==> src/rtl/fetch_unit_pkg.sv <==
// Shared types and constants for the instruction fetch stage.
// Holds the FSM state encodings, the bubble instruction, the default reset PC and the buffer entry layout.
package fetch_unit_pkg;

  typedef enum logic [1:0] {
    FETCH_IDLE  = 2'd0,
    FETCH_REQ   = 2'd1,
    FETCH_DRAIN = 2'd2
  } fetch_state_e;

  localparam logic [31:0] INSN_NOP         = 32'h0000_0000;
  localparam logic [31:0] DEFAULT_RESET_PC = 32'h8002_0000;

  typedef struct packed {
    logic [31:0] pc;
    logic [31:0] insn;
  } fetch_entry_t;

  // The 32-bit add drops the carry, so 32'hFFFF_FFFC wraps to 32'h0000_0000.
  function automatic logic [31:0] next_pc(input logic [31:0] a);
    return a + 32'd4;
  endfunction

endpackage

==> src/rtl/fetch_buffer.sv <==
// Small FIFO of {pc,insn} entries that sits between instruction memory and decode.
// On a flush it can keep the head entry, which is how the branch delay slot survives a redirect.
module fetch_buffer
  import fetch_unit_pkg::*;
#(
  parameter int DEPTH = 2
) (
  input  logic                   clock,
  input  logic                   reset_n,
  input  logic                   push,
  input  logic                   pop,
  input  logic                   flush,
  input  logic                   keep_head,
  input  fetch_entry_t           wdata,
  output fetch_entry_t           head,
  output logic                   full,
  output logic                   empty,
  output logic [$clog2(DEPTH):0] count
);

  localparam int PTR_W = $clog2(DEPTH);
  localparam int CNT_W = PTR_W + 1;

  fetch_entry_t       mem [DEPTH];
  logic [PTR_W-1:0]   rd_ptr;
  logic [CNT_W-1:0]   count_q;
  logic [CNT_W-1:0]   base;
  logic [PTR_W-1:0]   wr_idx;

  // The entry count left standing once a flush has been applied; a push lands just after it.
  always_comb begin
    base = count_q;
    if (flush) begin
      base = (keep_head && count_q != '0) ? CNT_W'(1) : '0;
    end
    wr_idx = rd_ptr + base[PTR_W-1:0];
  end

  always_ff @(posedge clock or negedge reset_n) begin
    if (!reset_n) begin
      rd_ptr  <= '0;
      count_q <= '0;
    end else begin
      if (pop) rd_ptr <= rd_ptr + PTR_W'(1);
      count_q <= base + CNT_W'(push) - CNT_W'(pop);
    end
  end

  always_ff @(posedge clock) begin
    if (push) mem[wr_idx] <= wdata;
  end

  assign head  = mem[rd_ptr];
  assign empty = (count_q == '0);
  assign full  = (count_q == CNT_W'(DEPTH));
  assign count = count_q;

endmodule

==> src/rtl/fetch_unit.sv <==
// Instruction fetch stage: owns the PC, reads imem over req/ack and feeds decode from a small buffer.
// Optional FETCH_DELAY_SLOT_EN keeps the oldest sequential instruction across a redirect (MIPS delay slot).
//
// state       | meaning
// FETCH_IDLE  | no request outstanding; waiting for buffer room
// FETCH_REQ   | imem_req driven at fetch_pc; each ack pushes into the buffer
// FETCH_DRAIN | redirected mid-request; waiting out the old ack before fetching the target
module fetch_unit
  import fetch_unit_pkg::*;
#(
  parameter logic [31:0] RESET_PC  = DEFAULT_RESET_PC,
  parameter int          BUF_DEPTH = 2
) (
  input  logic        clock,
  input  logic        reset_n,
  output logic        imem_req,
  output logic [31:0] imem_addr,
  input  logic        imem_ack,
  input  logic [31:0] imem_data,
  input  logic        stall,
  input  logic        redirect,
  input  logic [31:0] redirect_pc,
  output logic [31:0] insn,
  output logic [31:0] pc,
  output logic        insn_valid
);

  localparam int CNT_W = $clog2(BUF_DEPTH) + 1;

`ifdef FETCH_DELAY_SLOT_EN
  localparam bit DS_EN = 1'b1;
`else
  localparam bit DS_EN = 1'b0;
`endif

  fetch_state_e       state_q, state_d;
  logic [31:0]        fetch_pc_q, fetch_pc_d;
  logic [31:0]        drain_addr_q, drain_addr_d;
  logic               keep_inflight_q, keep_inflight_d;
  logic               push, pop;
  fetch_entry_t       wdata, head;
  logic               full, empty;
  logic [CNT_W-1:0]   count;
  logic [CNT_W:0]     level_after;
  logic [31:0]        target;

  assign target = redirect_pc & ~32'h3;
  // A redirect suppresses the pop so the head is not consumed in the cycle that resteers fetch.
  assign pop    = !empty && !stall && !redirect;
  assign level_after = {1'b0, count} + (CNT_W+1)'(1) - (CNT_W+1)'(pop);

  always_comb begin
    state_d         = state_q;
    fetch_pc_d      = fetch_pc_q;
    drain_addr_d    = drain_addr_q;
    keep_inflight_d = keep_inflight_q;
    push            = 1'b0;
    wdata           = '{pc: fetch_pc_q, insn: imem_data};
    case (state_q)
      FETCH_IDLE: begin
        if (redirect) begin
          fetch_pc_d = target;
          state_d    = FETCH_REQ;
        end else if (!full || pop) begin
          state_d = FETCH_REQ;
        end
      end
      FETCH_REQ: begin
        if (redirect) begin
          fetch_pc_d = target;
          if (imem_ack) begin
            push    = DS_EN && empty;
            state_d = FETCH_REQ;
          end else begin
            drain_addr_d    = fetch_pc_q;
            keep_inflight_d = DS_EN && empty;
            state_d         = FETCH_DRAIN;
          end
        end else if (imem_ack) begin
          push       = 1'b1;
          fetch_pc_d = next_pc(fetch_pc_q);
          state_d    = (level_after < (CNT_W+1)'(BUF_DEPTH)) ? FETCH_REQ : FETCH_IDLE;
        end
      end
      FETCH_DRAIN: begin
        wdata.pc = drain_addr_q;
        if (redirect) fetch_pc_d = target;
        if (imem_ack) begin
          push            = keep_inflight_q;
          keep_inflight_d = 1'b0;
          state_d         = FETCH_REQ;
        end
      end
      default: state_d = FETCH_IDLE;
    endcase
  end

  always_ff @(posedge clock or negedge reset_n) begin
    if (!reset_n) begin
      state_q         <= FETCH_IDLE;
      fetch_pc_q      <= RESET_PC;
      drain_addr_q    <= RESET_PC;
      keep_inflight_q <= 1'b0;
    end else begin
      state_q         <= state_d;
      fetch_pc_q      <= fetch_pc_d;
      drain_addr_q    <= drain_addr_d;
      keep_inflight_q <= keep_inflight_d;
    end
  end

  fetch_buffer #(.DEPTH(BUF_DEPTH)) u_buf (
    .clock     (clock),
    .reset_n   (reset_n),
    .push      (push),
    .pop       (pop),
    .flush     (redirect),
    .keep_head (DS_EN),
    .wdata     (wdata),
    .head      (head),
    .full      (full),
    .empty     (empty),
    .count     (count)
  );

  assign imem_req   = (state_q != FETCH_IDLE);
  assign imem_addr  = (state_q == FETCH_DRAIN) ? drain_addr_q : fetch_pc_q;
  assign insn_valid = !empty;
  assign insn       = empty ? INSN_NOP : head.insn;
  assign pc         = empty ? 32'h0 : head.pc;

endmodule

==> config.mk <==
export PLATFORM = sky130hd
export DESIGN_NAME = fetch_unit
export DESIGN_NICKNAME = d
export VERILOG_FILES = /design/src/rtl/fetch_unit_pkg.sv /design/src/rtl/fetch_buffer.sv /design/src/rtl/fetch_unit.sv
export SDC_FILE = /design/constraint.sdc
export NUM_CORES = 1
export LEC_CHECK = 0
export CORE_MARGIN = 2
export CORE_UTILIZATION = 47
export CTS_CLUSTER_SIZE = 16
export DETAILED_ROUTE_END_ITERATION = 10
export PLACE_DENSITY_LB_ADDON = 0.25
export SYNTH_ARGS = -nofsm -noshare
export SYNTH_HDL_FRONTEND = slang
export SYNTH_HIERARCHICAL = 1
export SYNTH_SLANG_ARGS = --single-unit
==> constraint.sdc <==
create_clock -name clock -period 12.1 [get_ports clock]
set_input_delay 2.42 -clock clock [delete_from_list [all_inputs] [get_ports clock]]
set_output_delay 2.42 -clock clock [all_outputs]
set_load 0.01 [all_outputs]
# Yosys cells after proc, flatten, opt, wreduce, memory -nomap -nowiden
# Memory sizes are Yosys's and may differ from the RTL's.
# Cells that the tools add are included.
classes:
  add_sub_neg: 7
  order_cmp: 1
  n_eq_ne: 8
  mux: 25
  bitwise_logic: 1
  reduce_logical: 17
op_table:
  columns: ["cell", "count"]
  rows:
  - ["$mux W32", 6]
  - ["$pmux W32 S2", 1]
  - ["$add A32 B3 Y32 const B", 1]
  - ["$mux W2", 7]
  - ["$reduce_and A3 Y1", 4]
  - ["$mux W1", 8]
  - ["$ne A3 B3 Y1 const B", 2]
  - ["$pmux W2 S3", 1]
  - ["$reduce_bool A2 Y1", 3]
  - ["$eq A2 B2 Y1 const B", 2]
  - ["$logic_not A1 Y1", 4]
  - ["$logic_not A2 Y1", 2]
  - ["$ne A2 B2 Y1 const B", 2]
  - ["$pmux W1 S2", 2]
  - ["$add A2 B1 Y3 const B", 1]
  - ["$lt A3 B2 Y1 const B", 1]
  - ["$sub A3 B1 Y3", 1]
  - ["$add A2 B1 Y2", 1]
  - ["$eq A2 B1 Y1 const B", 1]
  - ["$logic_and A1 B1 Y1", 2]
  - ["$ne A2 B1 Y1 const B", 1]
  - ["$reduce_or A2 Y1", 1]
  - ["$sub A2 B1 Y2", 1]
  - ["$add A1 B1 Y1", 1]
  - ["other kinds (3)", 3]
word_totals:
  ff_bits: 70
  ramBits: 128
  in_bits: 69
  output_inout_bits: 98
  n_memories: 1
memory_table:
  columns: ["memory", "depth", "word_bits", "rd", "rd_ports_with_merged_regs", "wr", "line_no", "source"]
  rows:
  - ["u_buf.mem", 2, 64, 1, 0, 1, "fetch_buffer.sv:24", "fetch_entry_t mem [DEPTH];"]

# Logic depth before layout (Yosys ltp)
depth:
  depth_word: 10
  ltp_mapped: 9

# Modules after synthesis
# The synthesis kept the hierarchy.
modules_own_cells:
  columns: ["module", "n_inst", "cells_each", "area_each_um2"]
  rows:
  - ["fetch_buffer", 1, 218, 4926.0]
  - ["fetch_unit", 1, 462, 4096.4]

# Worst setup path after synthesis
# Ideal clock, no wire load.
synth_timing:
  kind: "in2reg"
  start: "input port redirect"
  end: "memory u_buf/mem[1][0] (netlist name), enable pin"
  setup_time_ns: 0.514
  t_arrival_ns: 6.333
  required_time_ns: 11.586
  slack_ns: 5.253
  path_stages: 6
  path_buffers: 1
  path_cell_list: "clkbuf_1 > nor2b_1 > a21oi_1 > nor2_1 > nand2_1 > mux2i_1"
synth_between:
  elab_chain_cells: 4
synth_lines:
  columns: ["item", "line_no", "source"]
  rows:
  - ["start: declaration", "fetch_unit.sv:21", "input logic redirect,"]
  - ["$mux W1", "fetch_unit.sv:69", "if (redirect) begin"]
  - ["$pmux W1 S2", "fetch_unit.sv:59", "case (state_q)"]
  - ["net push", "fetch_unit.sv:40", "logic push, pop;"]
  - ["$mux W1", "fetch_buffer.sv:50", "if (push) mem[wr_idx] <= wdata;"]
  - ["$mux W1 (not written as such)", "fetch_buffer.sv:50", null]
  - ["end: declaration", "fetch_buffer.sv:24", null]
# The timed path passes the listed nets, and every way through them passes these cells.

# Final worst setup path
layout_timing:
  start: "register state_q[0]"
  end: "output port imem_addr[2]"
layout_between:
  elab_chain_cells: 2
layout_lines:
  columns: ["item", "line_no", "source"]
  rows:
  - ["start: declaration", "fetch_unit.sv:36", "fetch_state_e state_q, state_d;"]
  - ["start signal: assignment", "fetch_unit.sv:105", "state_q <= state_d;"]
  - ["$eq A2 B2 Y1", "fetch_unit.sv:127", "assign imem_addr = (state_q == FETCH_DRAIN) ? drain_addr_q : fetch_pc_q;"]
  - ["$mux W32", "fetch_unit.sv:127", null]
  - ["end: declaration", "fetch_unit.sv:17", "output logic [31:0] imem_addr,"]
# Every way passes these cells.

==> results_dict.tcl <==
set metrics [dict create \
    start_kind "register" \
    nets 905 \
    peakVddDrop_uv 130 \
    synth_top_area_share_pct 42.6 \
    synth.area.top_cells "edfxtp_1, dfrtp_1, mux2_2" \
    io_pins 167 \
    grt_util_all_layers_pct 19.4 \
    core_area_sq_mm 0.0188 \
    cts_sinks 194 \
    avgSynthCellArea_sq_um 13.3 \
    layout_common_cells "clkdlybuf4s50_1, edfxtp_1, mux2_2, nor2b_1, dfrtp_1" \
    setup_viol 0 \
    power_density_mw_per_mm2 251 \
    yosys.area.top_type "edfxtp_1" \
    critPathSlowestCell "ha_2" \
    outcome "finished, final reports clean" \
    cts_tree "done" \
    clock_latency_ns 0.42 \
    synth_async_sr_flop_share_pct 34.0 \
    drt-wirelength-per-cell_um 17.9 \
    period_minus_slack_ns 5.22 \
    post-route-util_pct 61.2 \
    gr-total-overflow 0 \
    leakagePower_nw 4.12 \
    die_y_um 143 \
    synth_edf_count 128 \
    ys_seq_elements 194 \
    yosysSeqAreaShare_pct 61.0 \
    ys_warn_count 6 \
    drt-initial-drc-count 306 \
    power_mw 2.88 \
    final_common_cell "clkdlybuf4s50_1" \
    ant_nets 0 \
    place_hpwl_um 12300 \
    crit_fanout 39 \
    finalClockSkew_ns 0.0108 \
    grt_pass1_wl_um 30500 \
    crit_path_end_kind "primary output" \
    drive_above_1_share_pct 20.8 \
    ys_types 52 \
    port_buffers 162 \
    worstPathRequired_ns 9.68 \
    synth.cell_area_sq_mm 0.00902 \
    ctsResizeCount 0 \
    fmax_mhz 192 \
    antenna_found_initial 0 \
    cts_buffer_depth 2 \
    ctsHoldBuffers 0 \
    area_growth_pct 27.3 \
    rsz0062_at_grt "no" \
    gp_congestion 0.808 \
    crit_buf_inv 2 \
    clkTransAtPathRegs_ns 0.07 \
    hold_violations 0 \
    drt-total-wl_um 19200 \
    rows 50 \
    crit_type "register to primary output" \
    vias 5904 \
    post-cts-setup-buffers 0 \
    design_area_sq_mm 0.0115 \
    hp-class "register to register" \
    tightest_slew_ns 1.17 \
    grt_pass1_vias 5993 \
    syn_inst 680 \
    n_antenna_cell 0 \
    initial_core_util_pct 48.1 \
    post_drt_via_cell_ratio 5.49 \
    cts_buffers 17 \
    die-area_sq_mm 0.0203 \
    fin_crit_sh_pct 43.1 \
    drv_cap 0 \
    placedInstanceArea_sq_mm 0.0108 \
    die_w_um 143 \
    grt_max_degree 68 \
    crit_path_max_incr_delay_ns 0.81 \
    arrival_ns 2.80 \
    drt-pass1-iter-count 6 \
    path_cells "inv_1 -> ha_2 -> mux2_2 -> clkdlybuf4s50_1" \
    max_slew_margin_pct 21.9 \
    critPathTopFamily "adder cells" \
    tns_ns 0 \
    synth_flop_cell "edfxtp_1" \
    htree_levels 4 \
    cts-root-buf "clkbuf_16" \
    maxSlewViolCount 0 \
    drc 0 \
]
[worst reg2reg max path, cell delays in order (launching register included)]
cell and delay (ns):
dfrtp_1 0.44, inv_1 0.13, ha_2 0.81, a21oi_1 0.16
nor2_1 0.23, nand2_1 0.18, mux2i_4 0.22, buf_4 0.71
[sequential cells by signal (all words and copies together), names as in the netlist]
signal and count:
drain_addr_q 30, fetch_pc_q 30, keep_inflight_q 1, state_q 2, u_buf/count 2, u_buf/mem 128, u_buf/rd_ptr 1
[synthesized netlist by cell type, types with 3 or more instances]
cell type,n
a21oi_1,39
a2bb2oi_1,7
and3_1,4
buf_1,3
buf_2,5
buf_4,3
buf_6,3
clkbuf_1,30
dfrtp_1,62
dfstp_2,4
edfxtp_1,128
ha_1,7
inv_1,9
mux2_2,92
mux2_4,30
nand2_1,42
nand3_1,12
nand4_1,11
nor2_1,24
nor2b_1,69
nor3_1,19
o21a_1,3
o21ai_0,24
o22ai_1,12
or3_1,5
[layer usage]
metal  part of all wire, %  global-route usage (%)  vias up
met2                    50                    33.4      194
met1                    44                    24.8     2916
met4                  0.88                    6.15        0
met3                   4.7                    3.73       13
met5                     0                       0        -
li1                      -                       -     2781
[metrics by stage]
stage,setup slack [ns],hold WS [ns],std cells
after floorplan,5.25,0.450,686
after global placement,6.94,0.465,1044
after detailed placement,6.87,0.473,1044
after CTS,6.87,0.487,1076
after global routing,6.69,0.521,1076
final,6.88,0.484,1076
[logic make-up (layout without fill, tap and decap cells)]
family                   Yosys count  count (layout)  share of synthesized area [%]
AO/OA/AOI/OAI                    100             100                           6.60
XOR/XNOR                           3               3                          0.291
adder cells (fa/ha/maj)            7               7                          0.971
buffers and inverters             54             210                           2.70
flip-flops                       194             194                           61.0
multiplexers                     124             124                           16.7
other                              1               7                         0.0416
AND/OR/NAND/NOR                  197             197                           11.7
[final timing paths]
path / start / end / cells after the start / slack [ns]
max: state_q[0] / imem_addr[2] / 4 / 6.88
min: drain_addr_q[19] / drain_addr_q[19] / 2 / 0.48
max reg2reg: state_q[0] / u_buf/mem[1][47] / 7 / 8.75
min reg2reg: drain_addr_q[19] / drain_addr_q[19] / 2 / 0.48
max in group asynchronous: reset_n / u_buf/rd_ptr / 2 / 9.23
min in group asynchronous: reset_n / drain_addr_q[18] / 2 / 2.18
[where the power goes]
part	switching, mW	internal, mW
combinational	0.522	0.659
sequential	0.186	0.908
clock	0.236	0.366
[cell type report]
cell class | count | area, sq um
timing repair buffer | 169 | 1670
tap | 234 | 293
fill | 1495 | 7280
multi-input combinational | 438 | 3340
sequential | 194 | 5500
clock buffer | 21 | 472
inverter | 9 | 33.8
clock inverter | 11 | 173
Note: power is estimated with default switching activity, not from simulation.
